--- config.mk ---
export PLATFORM = sky130hd
export DESIGN_NAME = noc_injector
export DESIGN_NICKNAME = d
export VERILOG_FILES = /design/src/rtl/noc_injector.sv
export SDC_FILE = /design/constraint.sdc
export NUM_CORES = 1
export LEC_CHECK = 0
export BUFFER_PORTS_ARGS = -buffer_cell sky130_fd_sc_hd__buf_4
export CAP_MARGIN = 25
export CORE_ASPECT_RATIO = 1.2
export CORE_MARGIN = 2
export CORE_UTILIZATION = 55
export CTS_BUF_LIST = sky130_fd_sc_hd__clkbuf_4 sky130_fd_sc_hd__clkbuf_8
export CTS_CLUSTER_SIZE = 10
export DETAILED_ROUTE_END_ITERATION = 16
export GPL_ROUTABILITY_DRIVEN = 0
export PLACE_DENSITY = 0.84
export SKIP_LAST_GASP = 1
export SLEW_MARGIN = 20
export SYNTH_ARGS = -nofsm -noshare
export SYNTH_HDL_FRONTEND = slang
export SYNTH_SLANG_ARGS = --single-unit
--- constraint.sdc ---
create_clock -name clk -period 2.9 [get_ports clk]
set_clock_uncertainty 0.15 [all_clocks]
set_input_delay 0.29 -clock clk [delete_from_list [all_inputs] [get_ports clk]]
set_output_delay 0.29 -clock clk [all_outputs]
set_load 0.01 [all_outputs]
--- src/rtl/noc_injector.sv ---
`default_nettype none
// ============================================================================
//  Module      : noc_injector
//  Description : Network-interface injector for a router's local write port.
//                Accepts {dest, payload} requests from a processing element
//                over valid/ready, packs them into WIDTH-bit flits, buffers
//                them in a DEPTH-entry FIFO and drains them into the router
//                local port, throttled by the router's full/almost_full.
//
//  Ports       : clk              rising-edge clock
//                reset            asynchronous, active-low reset
//                pe_valid/ready   PE request handshake
//                pe_dest          destination router id (0..3)
//                pe_payload       WIDTH-2 payload bits
//                noc_write        one-cycle write strobe per flit
//                noc_data         flit {dest, payload}
//                noc_full         router local FIFO full
//                noc_almost_full  router local FIFO almost full (stop signal)
//                occupancy        flits currently buffered (0..DEPTH)
//                sent_count       [NOC_INJ_STATS_EN] flits injected, saturating
//                stall_cycles     [NOC_INJ_STATS_EN] cycles spent in STALL
//
//  Options     : define NOC_INJ_STATS_EN to add the statistics counters and a
//                simulation-only trace line per injected flit.
//
//  Revision    : 1.0  initial release
// ============================================================================
module noc_injector #(
    parameter int         WIDTH     = 16,
    parameter int         DEPTH     = 8,
    parameter int         ADDWIDTH  = 3,
    parameter logic [1:0] ROUTER_ID = 2'b00
) (
    input  logic                clk,
    input  logic                reset,
    input  logic                pe_valid,
    output logic                pe_ready,
    input  logic [1:0]          pe_dest,
    input  logic [WIDTH-3:0]    pe_payload,
    output logic                noc_write,
    output logic [WIDTH-1:0]    noc_data,
    input  logic                noc_full,
    input  logic                noc_almost_full,
`ifdef NOC_INJ_STATS_EN
    output logic [15:0]         sent_count,
    output logic [15:0]         stall_cycles,
`endif
    output logic [ADDWIDTH:0]   occupancy
);

    localparam logic [1:0]      c_IDLE  = 2'd0;
    localparam logic [1:0]      c_SEND  = 2'd1;
    localparam logic [1:0]      c_STALL = 2'd2;

    localparam logic [ADDWIDTH:0] c_FULL_COUNT = (ADDWIDTH+1)'(DEPTH);
    localparam logic [ADDWIDTH:0] c_ONE_COUNT  = (ADDWIDTH+1)'(1);

    logic [1:0]          r_state;
    logic [ADDWIDTH-1:0] r_wrPtr;
    logic [ADDWIDTH-1:0] r_rdPtr;
    logic [ADDWIDTH:0]   r_count;
    logic                r_nocWrite;
    logic [WIDTH-1:0]    r_nocData;
    logic [WIDTH-1:0]    r_mem [DEPTH];

    logic                w_blocked;
    logic                w_push;
    logic                w_pop;

    // almost_full is treated as a hard stop so that the strobe registered on
    // the sampling edge is the only flit that can still reach a filling router.
    assign w_blocked = noc_full || noc_almost_full;

    // pe_ready depends on registered occupancy only; no path from noc_* inputs.
    assign pe_ready  = (r_count != c_FULL_COUNT);
    assign w_push    = pe_valid && pe_ready;
    assign w_pop     = (r_state == c_SEND) && (r_count != '0) && !w_blocked;

    assign noc_write = r_nocWrite;
    assign noc_data  = r_nocData;
    assign occupancy = r_count;

    // Flit storage: no reset needed, pointers define which entries are valid.
    always_ff @(posedge clk) begin
        if (w_push) begin
            r_mem[r_wrPtr] <= {pe_dest, pe_payload};
        end
    end

    always_ff @(posedge clk or negedge reset) begin
        if (!reset) begin
            r_state    <= c_IDLE;
            r_wrPtr    <= '0;
            r_rdPtr    <= '0;
            r_count    <= '0;
            r_nocWrite <= 1'b0;
            r_nocData  <= '0;
        end else begin
            // Pointers wrap naturally because DEPTH is a power of two.
            if (w_push) begin
                r_wrPtr <= r_wrPtr + 1'b1;
            end
            if (w_pop) begin
                r_rdPtr <= r_rdPtr + 1'b1;
            end

            case ({w_push, w_pop})
                2'b10:   r_count <= r_count + 1'b1;
                2'b01:   r_count <= r_count - 1'b1;
                default: r_count <= r_count;
            endcase

            // The strobe is a one-cycle pulse; data holds between pulses.
            r_nocWrite <= w_pop;
            if (w_pop) begin
                r_nocData <= r_mem[r_rdPtr];
            end

            case (r_state)
                c_IDLE: begin
                    if (r_count != '0) begin
                        r_state <= c_SEND;
                    end
                end
                c_SEND: begin
                    if (w_blocked) begin
                        r_state <= c_STALL;
                    end else if (w_pop && (r_count == c_ONE_COUNT) && !w_push) begin
                        r_state <= c_IDLE;
                    end
                end
                c_STALL: begin
                    if (!w_blocked) begin
                        r_state <= c_SEND;
                    end
                end
                default: begin
                    r_state <= c_IDLE;
                end
            endcase
        end
    end

`ifdef NOC_INJ_STATS_EN
    logic [15:0] r_sentCount;
    logic [15:0] r_stallCycles;

    always_ff @(posedge clk or negedge reset) begin
        if (!reset) begin
            r_sentCount   <= '0;
            r_stallCycles <= '0;
        end else begin
            if (r_nocWrite && (r_sentCount != 16'hFFFF)) begin
                r_sentCount <= r_sentCount + 16'd1;
            end
            if ((r_state == c_STALL) && (r_stallCycles != 16'hFFFF)) begin
                r_stallCycles <= r_stallCycles + 16'd1;
            end
        end
    end

    assign sent_count   = r_sentCount;
    assign stall_cycles = r_stallCycles;

`ifndef SYNTHESIS
    always_ff @(posedge clk) begin
        if (reset && w_pop) begin
            $display("noc_injector[%0d]: dest=%0d payload=%0h",
                     ROUTER_ID, r_mem[r_rdPtr][WIDTH-1:WIDTH-2], r_mem[r_rdPtr][WIDTH-3:0]);
        end
    end
`endif
`else
    // ROUTER_ID only matters to the statistics trace.
    logic w_unusedRouterId;
    assign w_unusedRouterId = ^ROUTER_ID;
`endif

endmodule
`default_nettype wire
==> flow_summary.toml <==
[global_routing]
groute.layer.met2.usage_pct = 31.9
grt_pass1_vias = 3165
antenna_found_initial = 0
grt_max_degree = 34
grt_pass1_wl_mm = 17.3
grt_use_total_pct = 19.8
globalRoute.totalOverflow = 0
busiest_layer = "met2"
use_met1_pct = 26.0
use_met3_pct = 4.38

[floorplan]
die_h_um = 121
chipWidth_um = 102
initial_core_util_pct = 56.9
num_rows = 42
core_um2 = 11100
ios = 43
die_area_um2 = 12300

[detailed_routing]
ant_nets = 0
dr.pass1.iters = 4
drt_iter0_drc = 240
avgViaCountPerCell = 5.61
dr_total_vias = 3023
wirelength_mm = 11.1
drt-wirelength-per-cell_um = 20.6
drc = 0

[sta]
final.setup.tns_ns = 0
slew_headroom_pct = 63.5
drv_slew = 0
rsz0062_at_grt = "false"
setup_viol = 0
period_share_pct = 83.8
worstMarginPinSlew_ns = 0.547
hold_viol = 0
min_period_ns = 2.43
fmax_mhz = 412

[synth]
yosysUniqueCellTypes = 32
synthFlopType = "edfxtp_1"
synthArstFlopShare_pct = 18.5
synth_area_leaders = "edfxtp_1 61%, dfrtp_1 12%, mux4_1 11%"
synth_nets = 314
syn_avg_cell_area_um2 = 22.0
ys_ff_latch = 157
yosys.area.top_type = "edfxtp_1"
synthMostInstantiatedCell = "edfxtp_1"
synth_cells = 287
synth_edf_count = 128
syn_area_um2 = 6310
ys_seq_area_share_pct = 72.5
yosys-top-cells-count = "128 x edfxtp_1, 29 x dfrtp_1, 26 x mux4_1"
synth_top_cell_area_share_pct = 61.0
yosys_warnings = 0

[finish]
final_nets = 399
diodes = 0
drive_gt1_share_pct = 36.1
area_delta_synth_final_pct = 17.9

[pwr]
peakVddDrop_mv = 0.412
p_leak_nw = 2.69
p_total_mw = 6.83
p_int_mw = 4.86
pwr-share-clk_pct = 22.0
power.switching_mw = 1.97
p_per_area_nw_per_um2 = 919
pwr-share-comb_pct = 31.2
netSwitchingFraction_pct = 28.9
pwr-share-seq_pct = 46.8

[cts]
clock-root-buffer = "clkbuf_8"
htreeDepth = 4
cts.clk_slew.worst_paths_ns = 0.09
cts.sinks = 157
insertion_delay_ns = 0.44
tritoncts = "built"
cts_buffers = 17
cts_buffer_depth = 2

[placement]
io_buffers = 42
hpwl_mm = 6.54

[setup_path]
crit_arrival_ns = 2.65
critPathRequiredTime_ns = 3.12
startpoint_type = "register"
critPathCaptureType = "register"
critPathKind = "reg -> reg"
cp_max_fo = 6

[hold_path]
min_path_type = "in -> reg"

[flow_run]
maxCapViolCount = 0

[run_status]
status = "finished clean"
[cell type report]
cell class,count,area [µm²]
Multi-Input combinational cell,116,1660
Timing Repair Buffer,77,628
Sequential cell,157,4570
Inverter,3,11.3
Clock buffer,22,284
Fill cell,678,3650
Clock inverter,10,91.3
Tap cell,154,193
[critical path, stage by stage, from the launching register on]
cell and delay [ns]:
dfrtp_1 0.44, inv_1 0.09, ha_2 0.20, nor3b_2 0.18, nor4_4 0.35, ha_4 0.21
or4b_4 0.46, a21oi_2 0.14, xor2_1 0.14
[final timing paths]
kind | startpoint | end | slack (ns) | cells after the start
worst max-delay path | occupancy[1] | occupancy[3] | 0.47 | 8
worst min-delay path | pe_valid | r_wrPtr[2] | 0.05 | 3
worst max register to register | occupancy[1] | occupancy[3] | 0.47 | 8
worst min register to register | noc_data[15] | noc_data[15] | 0.37 | 1
max in group asynchronous | reset | occupancy[0] | 2.09 | 2
min in group asynchronous | reset | noc_data[1] | 0.17 | 2
[flip-flops by register name, indices dropped and copies added (netlist names)]
name and flops:
r_mem 128, noc_data 16, occupancy 4, r_rdPtr 3, r_wrPtr 3, r_state 2
noc_write 1
[metrics by stage]
step                      hold slack (ns)  area [µm²]  setup slack (ns)  instances  utilization [%]
after floorplan                    -0.156        6330            0.0191        287                -
after global placement              0.102        6860             0.565        487             61.8
after detailed placement            0.116        6860             0.468        487             61.8
after CTS                          0.0254        7430             0.449        539             67.0
after global routing               0.0495        7430             0.340        539             67.0
final                              0.0523        7430             0.470        539             67.0
[kinds of logic after synthesis]
logic type               count (synthesis)  synth area share (%)
AO/OA/AOI/OAI                            6                 0.575
XOR/XNOR                                 8                  1.11
adder cells (fa/ha/maj)                  6                  1.19
buffers and inverters                   14                  1.88
flip-flops                             157                  72.5
multiplexers                            67                  20.0
AND/OR/NAND/NOR                         29                  2.80
[repair_timing]
action	4_1_cts	5_1_grt
hold buffers	20	0
hold endpoints to repair	159	0
buffers inserted	0	0
resized for setup	0	0
[metal layers]
metal	vias up	wire [µm]
met5	-	0
met4	0	174
met3	16	501
met2	102	5770
met1	1556	4640
li1	1349	-
[power groups by stage]
stage	Combinational, mW	Sequential (mW)	Clock (mW)
floorplan	1.49	3.22	0
global placement	2.05	3.20	0
detailed placement	2.13	3.24	0
CTS	2.16	3.20	1.54
global route	2.30	3.24	1.64
finish	2.13	3.20	1.51
[placed cells by master, fill, tap and decap left out, types with 4 or more instances in the layout]
cell type	count
nor2_1	9
clkinv_2	4
mux4_2	6
dlygate4sd3_1	20
buf_4	57
ha_1	4
dfrtp_1	28
xnor2_1	4
nand2b_1	4
xor2_1	4
mux4_1	26
mux2_4	13
clkbuf_8	19
mux2_2	21
edfxtp_1	128
(Power assumes the default switching activity.)
